`config.mk`:
```
export PLATFORM = sky130hd
export DESIGN_NAME = gate_bist_ctrl
export DESIGN_NICKNAME = d
export VERILOG_FILES = /design/src/rtl/gate_bist_ctrl.sv
export SDC_FILE = /design/constraint.sdc
export NUM_CORES = 1
export LEC_CHECK = 0
export ABC_AREA = 1
export BUFFER_PORTS_ARGS = -buffer_cell sky130_fd_sc_hd__buf_4
export CAP_MARGIN = 20
export CORE_ASPECT_RATIO = 0.75
export CORE_MARGIN = 3
export CORE_UTILIZATION = 59
export DETAILED_ROUTE_END_ITERATION = 6
export PLACE_DENSITY = 0.92
export SETUP_SLACK_MARGIN = 0.02
export SYNTH_ARGS = -nofsm -noshare
export SYNTH_HDL_FRONTEND = slang
export SYNTH_SLANG_ARGS = --single-unit
```
`constraint.sdc`:
```
create_clock -name clk -period 4.45 [get_ports clk]
set_input_delay 0.89 -clock clk [delete_from_list [all_inputs] [get_ports clk]]
set_output_delay 0.89 -clock clk [all_outputs]
set_load 0.1 [all_outputs]
```
`src/rtl/gate_bist_ctrl.sv`:
```
`default_nettype none
// ============================================================================
// Module   : gate_bist_ctrl
// Purpose  : BIST sequencer that sweeps all eight {a,b,c} vectors through the
//            AND/OR/NAND/NOR datapath and accumulates pass/fail results.
// Revision : 1.0 - initial release
// ============================================================================
module gate_bist_ctrl #(
    parameter int SETTLE_CYC = 1
) (
    input  logic       clk,
    input  logic       rst_n,
    input  logic       start,
    input  logic       abort,
    output logic       a,
    output logic       b,
    output logic       c,
    input  logic       d,
    input  logic       e,
    input  logic       f,
    input  logic       g,
    output logic       busy,
    output logic       done,
    output logic       pass,
    output logic [3:0] err_cnt,
    output logic [2:0] first_fail,
    output logic [3:0] fail_mask
);

    typedef enum logic [1:0] {
        IDLE   = 2'd0,
        SETTLE = 2'd1,
        CHECK  = 2'd2,
        DONE   = 2'd3
    } state_t;

    localparam logic [3:0] CNT_LOAD = 4'(SETTLE_CYC - 1);
    localparam logic [2:0] VEC_LAST = 3'd7;
    localparam logic [3:0] ERR_MAX  = 4'd8;

    state_t     state_q, state_d;
    logic [2:0] vec_q, vec_d;
    logic [3:0] cnt_q, cnt_d;
    logic       pass_q, pass_d;
    logic [3:0] err_cnt_q, err_cnt_d;
    logic [2:0] first_fail_q, first_fail_d;
    logic [3:0] fail_mask_q, fail_mask_d;

    logic       exp_and;
    logic       exp_or;
    logic [3:0] expected;
    logic [3:0] mismatch;

    // The stimulus register doubles as the vector index, so expected values
    // always track exactly what the datapath is being driven with.
    always_comb begin
        exp_and  = &vec_q;
        exp_or   = |vec_q;
        expected = {exp_and, exp_or, ~exp_and, ~exp_or};
        mismatch = {d, e, f, g} ^ expected;
    end

    always_comb begin
        state_d      = state_q;
        vec_d        = vec_q;
        cnt_d        = cnt_q;
        pass_d       = pass_q;
        err_cnt_d    = err_cnt_q;
        first_fail_d = first_fail_q;
        fail_mask_d  = fail_mask_q;

        case (state_q)
            IDLE: begin
                if (start) begin
                    state_d      = SETTLE;
                    vec_d        = 3'd0;
                    cnt_d        = CNT_LOAD;
                    pass_d       = 1'b0;
                    err_cnt_d    = 4'd0;
                    first_fail_d = 3'd0;
                    fail_mask_d  = 4'd0;
                end
            end

            SETTLE: begin
                if (abort) begin
                    state_d = IDLE;
                    vec_d   = 3'd0;
                    pass_d  = 1'b0;
                end else if (cnt_q == 4'd0) begin
                    state_d = CHECK;
                end else begin
                    cnt_d = cnt_q - 4'd1;
                end
            end

            CHECK: begin
                if (abort) begin
                    // Abort wins: this cycle's comparison is discarded.
                    state_d = IDLE;
                    vec_d   = 3'd0;
                    pass_d  = 1'b0;
                end else begin
                    if (mismatch != 4'd0) begin
                        if (err_cnt_q == 4'd0) begin
                            first_fail_d = vec_q;
                        end
                        if (err_cnt_q < ERR_MAX) begin
                            err_cnt_d = err_cnt_q + 4'd1;
                        end
                        fail_mask_d = fail_mask_q | mismatch;
                    end
                    if (vec_q != VEC_LAST) begin
                        state_d = SETTLE;
                        vec_d   = vec_q + 3'd1;
                        cnt_d   = CNT_LOAD;
                    end else begin
                        state_d = DONE;
                        pass_d  = (err_cnt_d == 4'd0);
                    end
                end
            end

            DONE: begin
                state_d = IDLE;
                vec_d   = 3'd0;
            end

            default: begin
                state_d = IDLE;
                vec_d   = 3'd0;
            end
        endcase
    end

    always_ff @(posedge clk) begin
        if (!rst_n) begin
            state_q      <= IDLE;
            vec_q        <= 3'd0;
            cnt_q        <= 4'd0;
            pass_q       <= 1'b0;
            err_cnt_q    <= 4'd0;
            first_fail_q <= 3'd0;
            fail_mask_q  <= 4'd0;
        end else begin
            state_q      <= state_d;
            vec_q        <= vec_d;
            cnt_q        <= cnt_d;
            pass_q       <= pass_d;
            err_cnt_q    <= err_cnt_d;
            first_fail_q <= first_fail_d;
            fail_mask_q  <= fail_mask_d;
        end
    end

    assign {a, b, c}  = vec_q;
    assign busy       = (state_q == SETTLE) || (state_q == CHECK);
    assign done       = (state_q == DONE);
    assign pass       = pass_q;
    assign err_cnt    = err_cnt_q;
    assign first_fail = first_fail_q;
    assign fail_mask  = fail_mask_q;

endmodule
`default_nettype wire

```
==> results of run 1 <==
[power groups by stage]
stage	Clock [µW]	Sequential, µW	Combinational, µW
finish	100	213	228
global route	107	216	250
CTS	101	213	228
detailed placement	0	217	227
global placement	0	217	218
floorplan	0	248	153
[per-stage QoR]
stage	cells	instance area [µm²]	hold WS, ps	setup slack, ps
6_report	248	1640	459	2200
5_1_grt	248	1640	478	2140
4_1_cts	248	1640	462	2190
3_5_place_dp	244	1610	444	2500
3_3_place_gp	244	1610	441	2530
2_1_floorplan	189	1400	472	2140
[metal layers]
metal  part of all wire (%)  wire [µm]
met1                     48       1450
met2                     45       1370
met3                    6.6        202
met4                   0.79         24
met5                      0          0
[sequential cells by signal, summed over array words and instances (netlist names)]
register    cells
state_q         2
pass            1
err_cnt         4
first_fail      3
fail_mask       4
vec_q           3
cnt_q           4
[logic make-up (layout without fill, tap and decap cells)]
logic type / after synthesis / after routing
simple gates: 88 / 88
buf+inv: 37 / 64
compound gates: 30 / 30
flops: 21 / 21
fa+ha+maj: 11 / 11
xor+xnor: 2 / 2
[synth_stat cells (all sizes together)]
cell type,n
nand4,5
nor3,4
xor2,1
xnor2,1
a211oi,2
nand2,49
nand3b,2
clkinv,1
clkbuf,1
ha,11
dfxtp,21
nand3,7
o211ai,1
a21oi,12
nor2,19
o21ai,9
nor3b,2
a31oi,6
inv,35
[path summary, 6_finish.rpt]
kind	start	end	slack, ps
worst min-delay path	fail_mask[3]$_SDFFE_PN0P_	fail_mask[3]$_SDFFE_PN0P_	460
worst max-delay path	state_q[0]$_SDFFE_PN0P_	busy	2200
worst max register to register	vec_q[0]$_SDFFE_PN0P_	pass$_SDFFE_PN0P_	2570
worst min register to register	fail_mask[3]$_SDFFE_PN0P_	fail_mask[3]$_SDFFE_PN0P_	460
[layout make-up]
class                      instances  area, µm²
clock buffer                       3       22.5
multi-input combinational        131        836
inverter                          36        138
timing repair buffer              24        180
clock inverter                     1       5.00
sequential                        21        420
fill                             160        478
tap                               32       40.0
[worst max-delay path, cell delays in order, from the launching register on]
cell and delay, ps:
sky130_fd_sc_hd__dfxtp_1 390, sky130_fd_sc_hd__inv_1 90, sky130_fd_sc_hd__ha_1 280, sky130_fd_sc_hd__buf_4 280
==> flow_summary.yaml, run 1 <==
status:
  outcome: "complete, no violations"
routing:
  drt-total-wl_um: 3050
  viasPerCell: 5.29
  routed_len_inst_um: 12.3
  vias: 1312
  drtPass1Iterations: 4
  post-route-drc-count: 0
  detail-route-antenna-nets: 0
  drt_first_iter_violations: 63
setup_path:
  cp.arrival_ps: 1360
  critical_path.max_fanout: 3
  path_class: "flip-flop to output pin"
  worstPathRequired_ps: 3560
  cp-end-kind: "output pin"
  worst_r2r_path_depth: 12
  critPathLaunchType: "flip-flop"
cts:
  tritoncts_num_sinks: 21
  htree_num_levels: 1
  tritoncts.num_buffers: 3
  clock_insertion_delay_worst_skew_ps: 330
  clk_pin_slew_worst_paths_ps: 120
  number_of_buffers_on_the_longest_clock_path: 2
  clock_tree.root_cell: "sky130_fd_sc_hd__clkbuf_4"
  cts_tree: "yes"
  ctsResizeCount: 0
  postCtsSetupRepairBufs: 0
  postCtsHoldBufs: 0
sta:
  timing.slew.headroom_pct: 65.9
  tightest_slew_ps: 511
  fmaxAchievable_mhz: 444
  setup_repair_after_global_routing_missed_its_margin: "false"
  final_period_minus_worst_setup_slack_ps: 2250
  clock-skew-final_ps: 1.14
  slew_viol_final: 0
  finalSetupViolCount: 0
  timing.setup.tns_ps: 0
  report.final.hold_viol_count: 0
  final_min_period_over_clock_period_pct: 50.6
global_route:
  grt_antenna_before_repair: 0
  global_route.usage.met2_pct: 36.5
  grt_remaining_overflow: 0
  grt_util_met3_pct: 6.68
  grt.total_usage_pct: 21.1
  globalRouteMet1Util_pct: 26.7
  grt_max_degree: 16
  first_global_vias: 1141
  top_usage_layer: "met2"
  global_route_wire_length_before_repair_um: 4950
placement:
  place.detailed.hpwl_um: 2420
  place.port_buffers: 24
  place_congestion: 0.825
min_path:
  worstHoldPathCells: 2
  hold_path.class: "flip-flop to flip-flop"
power:
  power.sequential.fraction_pct: 39.4
  sw_frac_of_total_pct: 43.6
  combinationalPowerShare_pct: 42.1
  static-leakage-power_uw: 0.000769
  pwr_density_cell_nw_per_um2: 330
  netSwitchingPower_uw: 236
  max-vdd-ir-drop_mv: 0.341
  total_power_uw: 541
  cell_internal_pwr_uw: 306
  clock_power_share_pct: 18.5
layout:
  layout.cells.most_common: "sky130_fd_sc_hd__nand2_1"
  net_count_of_the_finished_layout: 236
  num_antenna_cells: 0
  most-common-layout-cells: "36 x sky130_fd_sc_hd__nand2_1, 27 x sky130_fd_sc_hd__inv_1, 24 x sky130_fd_sc_hd__buf_4"
  post_route_cells_drive_above_1_share_pct: 29.2
  synthToLayoutAreaGrowth_pct: 17.5
  fin_util_pct: 77.4
yosys:
  synth.area.top_cells: "sky130_fd_sc_hd__dfxtp_1 30%, sky130_fd_sc_hd__ha_1 9.8%, sky130_fd_sc_hd__nand2_1 9.7%"
  post_synth_and_or_nand_nor_area_fraction_pct: 34.3
  xor_and_xnor_fraction_of_the_mapped_netlist_area_pct: 1.25
  syn-num-nets: 208
  yosysWarningCount: 0
  combinational_family_with_the_most_area_after_synthesis: "simple AND/OR/NAND/NOR gates"
  syn_avg_cell_area_um2: 7.39
  yosysTopAreaCellShare_pct: 30.1
  synth_sequential_area_ratio_pct: 30.1
  synthAdderAreaFrac_pct: 9.85
  complex_gate_fraction_of_the_synthesized_area_pct: 14.4
  syn_area_um2: 1400
  ys_ff_latch: 21
  yosys.area.top_type: "sky130_fd_sc_hd__dfxtp_1"
  muxShareOfSynthArea_pct: 0
  syn-instance-count: 189
  yosys.cell_types.count: 33
floorplanning:
  fp.dieW_um: 62.2
  fp.coreArea_um2: 2120
  die-height_um: 48.2
  floorplan_row_count: 14
  die-area_um2: 2990
  starting_density_of_the_core_pct: 65.9
  boundaryPins: 25
job:
  cap_violations: 0
Note: power is estimated with default switching activity, not from simulation.
==> run 2: changes to the inputs <==
--- a/config.mk
+++ b/config.mk
@@ -5,14 +5,14 @@
 export SDC_FILE = /design/constraint.sdc
 export NUM_CORES = 1
 export LEC_CHECK = 0
-export ABC_AREA = 1
+export ABC_AREA = 0
 export BUFFER_PORTS_ARGS = -buffer_cell sky130_fd_sc_hd__buf_4
 export CAP_MARGIN = 20
 export CORE_ASPECT_RATIO = 0.75
 export CORE_MARGIN = 3
-export CORE_UTILIZATION = 59
+export CORE_UTILIZATION = 54
 export DETAILED_ROUTE_END_ITERATION = 6
-export PLACE_DENSITY = 0.92
+export PLACE_DENSITY = 0.86
 export SETUP_SLACK_MARGIN = 0.02
 export SYNTH_ARGS = -nofsm -noshare
 export SYNTH_HDL_FRONTEND = slang
==> constraint.sdc (replaced) <==
create_clock -name clk -period 2.28 [get_ports clk]
set_input_delay 0.456 -clock clk [delete_from_list [all_inputs] [get_ports clk]]
set_output_delay 0.456 -clock clk [all_outputs]
set_load 0.1 [all_outputs]
==> flow_summary.yaml, run 2 <==
status:
  outcome: "complete, no violations"
sta:
  setup_repair_after_global_routing_missed_its_margin: "false"
  timing.slew.headroom_pct: 69.7
  report.final.hold_viol_count: 0
  final_period_minus_worst_setup_slack_ps: 2050
  finalSetupViolCount: 0
  tightest_slew_ps: 450
  timing.setup.tns_ps: 0
  final_min_period_over_clock_period_pct: 90.1
  slew_viol_final: 0
  fmaxAchievable_mhz: 487
  clock-skew-final_ps: 3.75
global_route:
  grt_max_degree: 23
  first_global_vias: 1034
  grt.total_usage_pct: 21.2
  global_route_wire_length_before_repair_um: 4540
  grt_remaining_overflow: 0
  grt_antenna_before_repair: 0
cts:
  postCtsSetupRepairBufs: 0
  number_of_buffers_on_the_longest_clock_path: 2
  postCtsHoldBufs: 0
  cts_tree: "yes"
  htree_num_levels: 1
  clock_tree.root_cell: "sky130_fd_sc_hd__clkbuf_4"
  ctsResizeCount: 0
  tritoncts.num_buffers: 3
  clock_insertion_delay_worst_skew_ps: 310
  clk_pin_slew_worst_paths_ps: 120
  tritoncts_num_sinks: 21
layout:
  most-common-layout-cells: "24 x sky130_fd_sc_hd__buf_4, 18 x sky130_fd_sc_hd__dfxtp_1, 14 x sky130_fd_sc_hd__nand2_1"
  num_antenna_cells: 0
  post_route_cells_drive_above_1_share_pct: 22.4
  fin_area_um2: 1470
  net_count_of_the_finished_layout: 194
  synthToLayoutAreaGrowth_pct: 17.0
  fill_cells: 161
  final-instance-count-excl-fill: 198
  layout.cells.most_common: "sky130_fd_sc_hd__buf_4"
  fin_util_pct: 70.1
placement:
  place.detailed.hpwl_um: 2140
  place_congestion: 0.819
  placedCellCount: 194
  detailed_place.area_um2: 1450
  place.port_buffers: 24
setup_path:
  critical_path.max_fanout: 5
  critPathBufInv: 0
  ff2ff_setup_slack_ps: 230
  timing.rr.start: "vec_q[1]$_SDFFE_PN0P_"
  critical_path.top_delay_family: "compound AO/OA/AOI/OAI gates"
  critPathLaunchType: "flip-flop"
  worst_path_most_repeated_cell: "sky130_fd_sc_hd__ha_1"
  path_class: "flip-flop to flip-flop"
  worst_r2r_path_depth: 8
  worstPathRequired_ps: 2470
  cp.arrival_ps: 2240
  cp_slowest_cell: "sky130_fd_sc_hd__dfxtp_2"
  worst_r2r_endpoint: "first_fail[0]$_SDFFE_PN0P_"
  worst_path_cell_chain: "ha_1 > ha_1 > xnor2_1 > nor2_2 > a21oi_2 > nand3b_1 > a21oi_1 > o22ai_1"
  crit_path_max_incr_delay_ps: 360
  cp-end-kind: "flip-flop"
yosys:
  synth-edff-count: 0
  leading_cell_types_by_count_after_synthesis: "21 x sky130_fd_sc_hd__dfxtp_1, 14 x sky130_fd_sc_hd__nand2_1, 13 x sky130_fd_sc_hd__a21oi_1"
  ys_ff_latch: 21
  yosys.cell_types.count: 42
  syn_avg_cell_area_um2: 8.40
  synth_sequential_area_ratio_pct: 33.4
  postSynth.topFlopCell: "sky130_fd_sc_hd__dfxtp_1"
  syn-instance-count: 150
  syn_area_um2: 1260
  yosysTopAreaCellShare_pct: 33.4
  synth_async_reset_ratio_pct: 0
  synth.area.top_cells: "sky130_fd_sc_hd__dfxtp_1 33%, sky130_fd_sc_hd__ha_1 11%, sky130_fd_sc_hd__a21oi_1 5.2%"
  yosysMostFrequentCell: "sky130_fd_sc_hd__dfxtp_1"
  yosysWarningCount: 0
  yosys.area.top_type: "sky130_fd_sc_hd__dfxtp_1"
  syn-num-nets: 169
routing:
  vias: 1130
  routed_len_inst_um: 14.0
  post-route-drc-count: 0
  drt_first_iter_violations: 56
  drt-total-wl_um: 2780
  detail-route-antenna-nets: 0
  drtPass1Iterations: 4
  viasPerCell: 5.71
job:
  cap_violations: 0
power:
  pwr_density_cell_nw_per_um2: 524
  static-leakage-power_uw: 0.000628
  max-vdd-ir-drop_mv: 0.411
min_path:
  min_delay_worst_endpoint: "cnt_q[2]$_SDFFE_PN0P_"
  hold_path.class: "primary input to flip-flop"
  worstHoldPathCells: 3
  min-delay-start: "rst_n"
floorplanning:
  fp.coreArea_um2: 2100
  boundaryPins: 25
  floorplan_row_count: 14
  die-area_um2: 2950
  starting_density_of_the_core_pct: 59.9
  die-height_um: 47.8
  fp.dieW_um: 61.8
==> run 2: cell count changes in the layout (fill, tap and decap cells not counted), moves of 6 or more <==
cell	change
sky130_fd_sc_hd__nand2_1	-22
sky130_fd_sc_hd__inv_1	-16
sky130_fd_sc_hd__nand2_2	-10
sky130_fd_sc_hd__inv_2	-7
sky130_fd_sc_hd__nor2b_1	+6
sky130_fd_sc_hd__o21ai_0	+6
==> run 2: logic make-up after synthesis <==
family | Yosys count | share of synthesized area [%]
xor gates and xnor gates | 6 | 4.17
buffers and inverters | 15 | 5.46
and+or+nand+nor | 55 | 24.4
DFF | 21 | 33.4
AOI/OAI and AO/OA | 40 | 20.1
adders and majority gates | 11 | 10.9
muxes | 2 | 1.59
==> run 2: stage by stage <==
step,hold slack [ps],power (µW),worst slack [ps]
floorplan,493,550,142
global placement,447,592,409
detailed placement,462,597,296
CTS,474,770,260
global route,460,808,79.1
finish,470,772,227
==> run 2: how the worst max path moves through the flow <==
stage	from	endpoint	slack, ps	depth (start not counted)
after floorplan	vec_q[1]$_SDFFE_PN0P_	err_cnt[1]$_SDFFE_PN0P_	140	8
after global placement	vec_q[1]$_SDFFE_PN0P_	first_fail[2]$_SDFFE_PN0P_	410	8
after detailed placement	vec_q[1]$_SDFFE_PN0P_	first_fail[0]$_SDFFE_PN0P_	300	8
after CTS	vec_q[1]$_SDFFE_PN0P_	first_fail[0]$_SDFFE_PN0P_	260	8
after global routing	vec_q[1]$_SDFFE_PN0P_	first_fail[0]$_SDFFE_PN0P_	80	8
final	vec_q[1]$_SDFFE_PN0P_	first_fail[0]$_SDFFE_PN0P_	230	8
==> run 2: layout make-up <==
type | count | area (µm²) | area share, %
Timing Repair Buffer | 24 | 180 | 12.2
Multi-Input combinational cell | 114 | 771 | 52.3
Clock buffer | 3 | 22.5 | 1.53
Inverter | 11 | 41.3 | 2.80
Clock inverter | 1 | 5.00 | 0.340
Tap cell | 24 | 30.0 | 2.04
Sequential cell | 21 | 424 | 28.8
==> run 2: worst reg2reg max path: stages, from the launching register on <==
cell and delay [ps]:
sky130_fd_sc_hd__dfxtp_2 360, sky130_fd_sc_hd__ha_1 220, sky130_fd_sc_hd__ha_1 230, sky130_fd_sc_hd__xnor2_1 240
sky130_fd_sc_hd__nor2_2 100, sky130_fd_sc_hd__a21oi_2 220, sky130_fd_sc_hd__nand3b_1 130, sky130_fd_sc_hd__a21oi_1 310
sky130_fd_sc_hd__o22ai_1 120
==> run 2: power by group <==
group	internal, µW	switching [µW]
sequential	376	5.77
clock	65.5	116
combinational	58.3	151
total	500	272
==> run 2: per-layer routing <==
| metal | vias up | share of wire [%] | track usage, % |
|---|---|---|---|
| li1 | 567 | - | - |
| met1 | 525 | 48 | 27.9 |
| met2 | 36 | 46 | 33.6 |
| met3 | 2 | 5.7 | 6.47 |
| met4 | 0 | 0.47 | 6.36 |
| met5 | - | 0 | 0 |
